**src/rtl/spi_reg_responder_pkg.sv**
```systemverilog
// rtl/spi_reg_responder_pkg.sv - shared FSM states, header layout and register-file geometry
package spi_reg_responder_pkg;

    typedef enum logic [1:0] {
        ST_IDLE,
        ST_HEADER,
        ST_DATA
    } state_t;

    localparam int HDR_RW    = 7;
    localparam int HDR_BURST = 6;
    localparam int ADDR_W    = 6;
    localparam int REG_DEPTH = 64;

endpackage

```
**src/rtl/spi_resp_sync.sv**
```systemverilog
// rtl/spi_resp_sync.sv - multi-flop synchronizer with rise/fall detection on the synchronized level
module spi_resp_sync #(
    parameter int   STAGES    = 2,
    parameter logic RESET_VAL = 1'b0
) (
    input  logic clk,
    input  logic rst_n,
    input  logic i_d,
    output logic o_q,
    output logic o_rise,
    output logic o_fall
);

    logic [STAGES-1:0] r_sync;
    logic              r_prev;

    always_ff @(posedge clk or negedge rst_n) begin
        if (!rst_n) begin
            r_sync <= {STAGES{RESET_VAL}};
            r_prev <= RESET_VAL;
        end else begin
            r_sync[0] <= i_d;
            for (int i = 1; i < STAGES; i++) begin
                r_sync[i] <= r_sync[i-1];
            end
            r_prev <= r_sync[STAGES-1];
        end
    end

    assign o_q    = r_sync[STAGES-1];
    assign o_rise = r_sync[STAGES-1] & ~r_prev;
    assign o_fall = ~r_sync[STAGES-1] & r_prev;

endmodule

```
**src/rtl/spi_reg_responder.sv**
```systemverilog
// rtl/spi_reg_responder.sv - SPI mode-0 responder onto a 64x8 register file; SPI_RESP_BURST_EN enables burst auto-increment
module spi_reg_responder
    import spi_reg_responder_pkg::*;
#(
    parameter int          SYNC_STAGES  = 2,
    parameter logic [7:0]  RESET_STATUS = 8'h0F
) (
    input  logic              CLK_48MHZ,
    input  logic              BUF2_PBRST_T9,
    input  logic              SCLK,
    input  logic              SS,
    input  logic              MOSI,
    output logic              MISO,
    input  logic [7:0]        status_i,
    input  logic [ADDR_W-1:0] loc_addr,
    output logic [7:0]        loc_rdata,
    output logic              wr_valid,
    output logic [ADDR_W-1:0] wr_addr,
    output logic [7:0]        wr_data
);

    logic w_sclk_rise, w_sclk_fall, w_ss_q, w_ss_fall, w_mosi_q;

    spi_resp_sync #(.STAGES(SYNC_STAGES), .RESET_VAL(1'b0)) u_sync_sclk (
        .clk(CLK_48MHZ), .rst_n(BUF2_PBRST_T9), .i_d(SCLK),
        .o_q(), .o_rise(w_sclk_rise), .o_fall(w_sclk_fall)
    );
    spi_resp_sync #(.STAGES(SYNC_STAGES), .RESET_VAL(1'b1)) u_sync_ss (
        .clk(CLK_48MHZ), .rst_n(BUF2_PBRST_T9), .i_d(SS),
        .o_q(w_ss_q), .o_rise(), .o_fall(w_ss_fall)
    );
    spi_resp_sync #(.STAGES(SYNC_STAGES), .RESET_VAL(1'b0)) u_sync_mosi (
        .clk(CLK_48MHZ), .rst_n(BUF2_PBRST_T9), .i_d(MOSI),
        .o_q(w_mosi_q), .o_rise(), .o_fall()
    );

    state_t              r_state, w_state_nxt;
    logic [2:0]          r_bit_cnt;
    logic [6:0]          r_rx_shift;
    logic [7:0]          r_tx_shift;
    logic                r_miso;
    logic                r_rw;
    logic                r_dead;
    logic [ADDR_W-1:0]   r_addr;
    logic [7:0]          r_mem [REG_DEPTH];
    logic                r_wr_valid;
    logic [ADDR_W-1:0]   r_wr_addr;
    logic [7:0]          r_wr_data;

    logic [7:0]          w_status;
    logic [7:0]          w_byte;
    logic                w_active;
    logic                w_byte_end;
    logic                w_advance;
    logic                w_next_dead;
    logic [ADDR_W-1:0]   w_next_addr;

    assign w_status    = BUF2_PBRST_T9 ? status_i : RESET_STATUS;
    assign w_byte      = {r_rx_shift, w_mosi_q};
    assign w_active    = !w_ss_q && (r_state != ST_IDLE);
    assign w_byte_end  = w_active && w_sclk_rise && (r_bit_cnt == 3'd7);
    assign w_next_addr = r_addr + 1'b1;
    assign w_next_dead = r_dead | ~w_advance;

`ifdef SPI_RESP_BURST_EN
    logic r_burst;

    always_ff @(posedge CLK_48MHZ or negedge BUF2_PBRST_T9) begin
        if (!BUF2_PBRST_T9) begin
            r_burst <= 1'b0;
        end else if (w_byte_end && r_state == ST_HEADER) begin
            r_burst <= w_byte[HDR_BURST];
        end
    end

    assign w_advance = r_burst;
`else
    assign w_advance = 1'b0;
`endif

    always_ff @(posedge CLK_48MHZ or negedge BUF2_PBRST_T9) begin
        if (!BUF2_PBRST_T9) begin
            r_state <= ST_IDLE;
        end else begin
            r_state <= w_state_nxt;
        end
    end

    always_comb begin
        w_state_nxt = r_state;
        if (w_ss_q) begin
            w_state_nxt = ST_IDLE;
        end else begin
            case (r_state)
                ST_IDLE:   if (w_ss_fall) w_state_nxt = ST_HEADER;
                ST_HEADER: if (w_byte_end) w_state_nxt = ST_DATA;
                default:   w_state_nxt = r_state;
            endcase
        end
    end

    // Once a non-burst transfer has used its one data byte (r_dead), reads shift zeros and writes are dropped.
    always_ff @(posedge CLK_48MHZ or negedge BUF2_PBRST_T9) begin
        if (!BUF2_PBRST_T9) begin
            r_bit_cnt  <= '0;
            r_rx_shift <= '0;
            r_tx_shift <= '0;
            r_miso     <= 1'b0;
            r_rw       <= 1'b0;
            r_dead     <= 1'b0;
            r_addr     <= '0;
            r_wr_valid <= 1'b0;
            r_wr_addr  <= '0;
            r_wr_data  <= '0;
            for (int i = 0; i < REG_DEPTH; i++) begin
                r_mem[i] <= 8'h00;
            end
        end else begin
            r_wr_valid <= 1'b0;
            if (w_ss_q) begin
                r_miso     <= 1'b0;
                r_bit_cnt  <= '0;
                r_rx_shift <= '0;
                r_tx_shift <= '0;
            end else if (r_state == ST_IDLE) begin
                if (w_ss_fall) begin
                    r_miso     <= w_status[7];
                    r_tx_shift <= {w_status[6:0], 1'b0};
                    r_bit_cnt  <= '0;
                    r_rx_shift <= '0;
                    r_dead     <= 1'b0;
                end
            end else begin
                if (w_sclk_fall) begin
                    r_miso     <= r_tx_shift[7];
                    r_tx_shift <= {r_tx_shift[6:0], 1'b0};
                end
                if (w_sclk_rise) begin
                    r_rx_shift <= w_byte[6:0];
                    r_bit_cnt  <= r_bit_cnt + 3'd1;
                end
                if (w_byte_end) begin
                    if (r_state == ST_HEADER) begin
                        r_rw   <= w_byte[HDR_RW];
                        r_addr <= w_byte[ADDR_W-1:0];
                        if (w_byte[HDR_RW]) begin
                            r_tx_shift <= r_mem[w_byte[ADDR_W-1:0]];
                        end
                    end else begin
                        if (!r_rw && !r_dead) begin
                            r_mem[r_addr] <= w_byte;
                            r_wr_valid    <= 1'b1;
                            r_wr_addr     <= r_addr;
                            r_wr_data     <= w_byte;
                        end
                        r_dead <= w_next_dead;
                        if (w_advance) begin
                            r_addr <= w_next_addr;
                        end
                        if (r_rw) begin
                            r_tx_shift <= w_next_dead ? 8'h00 : r_mem[w_next_addr];
                        end
                    end
                end
            end
        end
    end

    assign MISO      = r_miso & ~SS;
    assign loc_rdata = r_mem[loc_addr];
    assign wr_valid  = r_wr_valid;
    assign wr_addr   = r_wr_addr;
    assign wr_data   = r_wr_data;

endmodule

```
**config.mk**
```make
export PLATFORM = sky130hd
export DESIGN_NAME = spi_reg_responder
export DESIGN_NICKNAME = d
export VERILOG_FILES = /design/src/rtl/spi_reg_responder_pkg.sv /design/src/rtl/spi_resp_sync.sv /design/src/rtl/spi_reg_responder.sv
export SDC_FILE = /design/constraint.sdc
export NUM_CORES = 1
export LEC_CHECK = 0
export CAP_MARGIN = 5
export CORE_MARGIN = 5
export CORE_UTILIZATION = 60
export DETAILED_ROUTE_END_ITERATION = 12
export PLACE_DENSITY = 0.74
export REMOVE_ABC_BUFFERS = 1
export SLEW_MARGIN = 10
export SYNTH_ARGS = -nofsm -noshare
export SYNTH_HDL_FRONTEND = slang
export SYNTH_HIERARCHICAL = 1
export SYNTH_SLANG_ARGS = --single-unit
export TNS_END_PERCENT = 50
```
**constraint.sdc**
```tcl
create_clock -name CLK_48MHZ -period 3.54 [get_ports CLK_48MHZ]
set_input_delay 0.531 -clock CLK_48MHZ [delete_from_list [all_inputs] [get_ports CLK_48MHZ]]
set_output_delay 0.531 -clock CLK_48MHZ [all_outputs]
set_load 0.02 [all_outputs]
```
==> run summary, run 1 <==
outcome: complete, no violations
Syn Area/Cell: 14.5 µm²
share of layout cells above drive strength 1: 0.481
Worst Tran Pin Value: 981 ps
cell area after synthesis: 0.0300 mm²
hpwl dp: 56400 µm
Total Routing Usage GR: 0.326
die width: 233 µm
worst path required time: 3010 ps
Post-DP Area: 0.0317 mm²
final core occ: 0.679
critical path class: in2out
max-cap violation count: 0
RSZ-0062 raised after global routing: yes
Power Total: 13.3 mW
initial detailed-routing violation count: 1932
CTS H-tree depth: 2
Final nets: 2146
PD cells: 394 mW/mm²
worst min-delay path class: in2reg
DIE AREA: 0.0545 mm²
CP startpoint kind: input pin
# rows: 82
Starting Density: 0.602
setup tns final: 0 ps
Lkg Pwr: 15.5 nW
clock sink count: 564
vias in the first global route: 20600
Routed WL per cell: 30.5 µm
initial antenna violation count: 1
yosys warns: 6
Core ar.: 0.0498 mm²
fin cells: 2842
worst slack, placed: -193 ps
critical path endpoint category: output port
post-route minimum period: 3510 ps
achievable clock frequency: 285 MHz
fin area: 0.0338 mm²
Max VDD drop: 352 µV
clk_lat worst skew: 640 ps
Hold Violations, Final: 0
part of the cycle the worst path needs: 0.991
TritonCTS Buffers: 59
CTS tree: done
Final setup violation count: 0
DRC viols: 0
vias per cell: 6.98
Final Max Tran Viols: 0
critical path fanouts, max: 12
commonest non-fill, non-tap cells in the layout: dfrtp_1, mux2_2, mux4_2
arrival time at the worst endpoint: 2980 ps
Post-Route WL: 86600 µm
WHS: 339 ps
DRT Pass-1 Iters: 7
gr ovfl total: 0
Port Buf Inserts: 42
Worst-path clk slew: 60 ps
max_slew headroom: 0.344
root buffer cell: clkbuf_16
area delta synth->final: 12.7%
most common cell after layout, fill and taps aside: dfrtp_1
Final ANT Viol Nets: 0
placed cells: 2731
Ports: 43
Setup WS post-layout: 30.8 ps
largest net degree at the start of global routing: 109
overall die height: 233 µm
clk_skew: 17.6 ps
vias: 19800
Max clock buf depth: 3
first-pass GRT wire length: 133000 µm
final estimated routing congestion in global placement: 0.919
Syn Inst Count: 2064
final-layout fill cell count: 3456
[flip-flops by register name, summed over array words and instances (netlist names)]
register	cells
u_sync_mosi/r_sync	2
r_miso	1
u_sync_sclk/r_sync	2
r_rw	1
wr_valid	1
r_dead	1
r_mem	512
r_addr	6
u_sync_ss/r_sync	2
u_sync_sclk/r_prev	1
r_state	2
r_bit_cnt	3
wr_data	8
wr_addr	6
r_rx_shift	7
u_sync_ss/r_prev	1
r_tx_shift	8
[layout make-up]
type	instances	area, µm²	share of cell area
antenna	1	2.50	0.0000741
clock buffer	89	1820	0.0539
clock inverter	16	130	0.00385
inverter	5	18.8	0.000556
multi-input combinational	1318	15100	0.446
sequential	564	14100	0.419
tap	672	841	0.0249
timing repair buffer	177	1750	0.0519
[timing repair]
item,4_1_cts,5_1_grt
pin swaps,0,2
setup endpoints to repair,55,125
hold buffers,1,0
buffers inserted,0,3
resized for setup,10,4
cloned,1,0
hold endpoints to repair,65,0
[routing by layer]
metal | vias up | part of all wire | GRT usage
li1 | 8034 | - | -
met1 | 10600 | 0.39 | 0.455
met2 | 979 | 0.48 | 0.510
met3 | 235 | 0.081 | 0.0625
met4 | 0 | 0.049 | 0.137
met5 | - | 0 | 0
[worst paths after layout]
check,depth (start not counted),endpoint,slack [ps],start
worst max-delay path,8,loc_rdata[1],30,loc_addr[0]
worst min-delay path,1,u_sync_mosi/r_sync[0],340,MOSI
worst max register to register,6,r_mem[211],140,u_sync_sclk/r_sync[1]
worst min register to register,0,u_sync_mosi/r_sync[1],360,u_sync_mosi/r_sync[0]
max in group asynchronous,3,u_sync_mosi/r_sync[1],1890,BUF2_PBRST_T9
min in group asynchronous,2,r_mem[159],490,BUF2_PBRST_T9
[worst max-delay path, cell delays in order]
cell	delay (ps)
clkbuf_8	260
buf_12	200
mux4_2	550
mux4_2	540
a22oi_1	220
buf_4	190
nand2_1	120
dlygate4sd2_1	350
[where the power goes]
part	internal, mW	total (mW)	switching (mW)
logic	0.238	0.631	0.393
registers	6.46	6.48	0.0185
clock network	3.59	6.21	2.62
(Power assumes the default switching activity.)
==> run 2, diff against run 1 <==
CORE_UTILIZATION = 57   (was 60)
PLACE_DENSITY = 0.73   (was 0.74)
clock period = 2.85 ns   (was 3.54 ns; I/O delays follow)
==> run summary, run 2 (same netlist as run 1, synthesis figures left out) <==
root buffer cell: clkbuf_16
Final Max Tran Viols: 0 (unchanged)
area delta synth->final: 20.4%
Lkg Pwr: 16.8 nW (+8.2%)
part of the cycle the worst path needs: 1.08
vias per cell: 6.73 (-3.6%)
Reg with most FFs: r_mem
DRC viols: 0 (unchanged)
DRT Pass-1 Iters: 5 (-2)
critical path fanouts, max: 15 (+3)
Power Total: 17.5 mW (+31%)
final estimated routing congestion in global placement: 0.966 (+5.2%)
CTS H-tree depth: 2 (unchanged)
Core ar.: 0.0523 mm² (+5.2%)
commonest non-fill, non-tap cells in the layout: dfrtp_1, mux2_2, buf_4
DIE AREA: 0.0573 mm² (+5.0%)
RSZ-0062 raised after global routing: yes
share of layout cells above drive strength 1: 0.539 (+0.0575)
die width: 239 µm (+2.5%)
final core occ: 0.690 (+0.0110)
Final ANT Viol Nets: 0 (unchanged)
post-route minimum period: 3080 ps
R2R cell count: 12 (+6)
violated checks: setup timing
vias in the first global route: 21600 (+5.2%)
initial antenna violation count: 2 (+1)
worst slack, placed: -644 ps (-451 ps)
first-pass GRT wire length: 136000 µm (+2.5%)
Worst R2R End: r_mem[332]
hold path start: MOSI
Final setup violation count: 8 (+8)
critical path class: in2out
Worst Hold Depth: 1 (unchanged)
Hold Crit Endpoint: u_sync_mosi/r_sync[0]
TritonCTS Buffers: 60 (+1.7%)
clk_skew: 18.7 ps (+1.07 ps)
Port Buf Inserts: 42 (unchanged)
largest net degree at the start of global routing: 137 (+26%)
Total Routing Usage GR: 0.313 (-0.0134)
Worst Tran Pin Value: 1200 ps (+215 ps)
clk_lat worst skew: 640 ps (about the same)
initial detailed-routing violation count: 2152 (+11%)
hpwl dp: 60400 µm (+7.0%)
worst min-delay path class: in2reg
Routed WL per cell: 28.8 µm (-5.3%)
gr ovfl total: 0 (unchanged)
# diodes: 0 (-1)
# rows: 84 (+2.4%)
most common cell after layout, fill and taps aside: dfrtp_1
critical path endpoint category: output port
worst path required time: 2420 ps (-590 ps)
max-cap violation count: 0 (unchanged)
clock sink count: 564 (unchanged)
R2R setup slack: 70 ps (-70 ps)
vias: 20600 (+4.1%)
Setup WS post-layout: -227 ps (-258 ps)
Final nets: 2353 (+9.6%)
CTS tree: done
Max clock buf depth: 3 (unchanged)
max reg flops: 512 (unchanged)
PD cells: 485 mW/mm² (+23%)
Starting Density: 0.573 (-0.0297)
achievable clock frequency: 325 MHz
Post-Route WL: 88500 µm (+2.2%)
CP startpoint kind: input pin
arrival time at the worst endpoint: 2650 ps (-330 ps)
overall die height: 239 µm (+2.5%)
reg-to-reg critical path startpoint: r_bit_cnt[0]
Ports: 43 (unchanged)
Worst-path clk slew: 60 ps (about the same)
max_slew headroom: 0.203 (-0.141)
Hold Violations, Final: 0 (unchanged)
Max VDD drop: 465 µV (+32%)
outcome: complete, but fails checks
[run 2: cell types whose count changed in the layout (fill, tap and decap cells not counted), sizes merged]
cell / previous run / this run
inv: 5 / 8
diode: 1 / 0
dlygate4sd2: 8 / 0
bufinv: 1 / 11
buf: 138 / 352
clkinv: 14 / 9
clkinvlp: 1 / 5
clkbuf: 90 / 84
[run 2: worst max-delay path by stage]
stage,start,end,slack (ps),cells past startpoint
after floorplan,u_sync_mosi/r_sync[1],r_tx_shift[0],-5560,6
after CTS,r_mem[161],loc_rdata[1],-240,6
after detailed placement,loc_addr[0],loc_rdata[5],-640,8
after global routing,r_mem[161],loc_rdata[1],-280,6
after global placement,loc_addr[0],loc_rdata[6],-670,8
final,loc_addr[0],loc_rdata[1],-230,8
[run 2: final cells by class]
class	count	area [µm²]
Inverter	5	18.8
Tap cell	688	861
Fill cell	3538	16200
Multi-Input combinational cell	1318	15200
Clock inverter	28	439
Timing Repair Buffer	383	3720
Clock buffer	83	1750
Sequential cell	564	14100
[run 2: metrics by stage]
stage	hold slack [ps]	instance area (µm²)	setup TNS, ps	cells
floorplan	132	29200	-402350	1887
global placement	335	33500	-11900	2933
detailed placement	339	33500	-12070	2933
CTS	197	36000	-1480	3056
global route	216	36100	-1980	3069
finish	233	36100	-1490	3069
[run 2: what timing repair did]
item                                    in CTS  in global routing
setup buffers                               11                 13
endpoints found under the setup margin      71                 20
pin swaps                                   11                  1
hold endpoints to repair                    37                  0
hold buffers                                 1                  0
gates resized for setup                     84                  2
[run 2: worst max-delay path, stage by stage]
cell,delay (ps)
clkbuf_8,230
buf_16,200
buf_12,180
mux4_2,530
mux4_2,540
a22oi_2,280
nand2_4,90
buf_6,140
[run 2: routing by layer]
metal	part of all wire	GRT usage	up-vias
li1	-	-	8479
met1	0.40	0.434	10900
met2	0.47	0.491	1016
met3	0.088	0.0744	206
met4	0.044	0.110	0
met5	0	0	-
[run 2: report_power, final]
part	internal, mW	total [mW]	switching [mW]
Clock	5.27	8.65	3.38
Sequential	8.02	8.04	0.0161
Combinational	0.322	0.811	0.489
Total	13.6	17.5	3.88
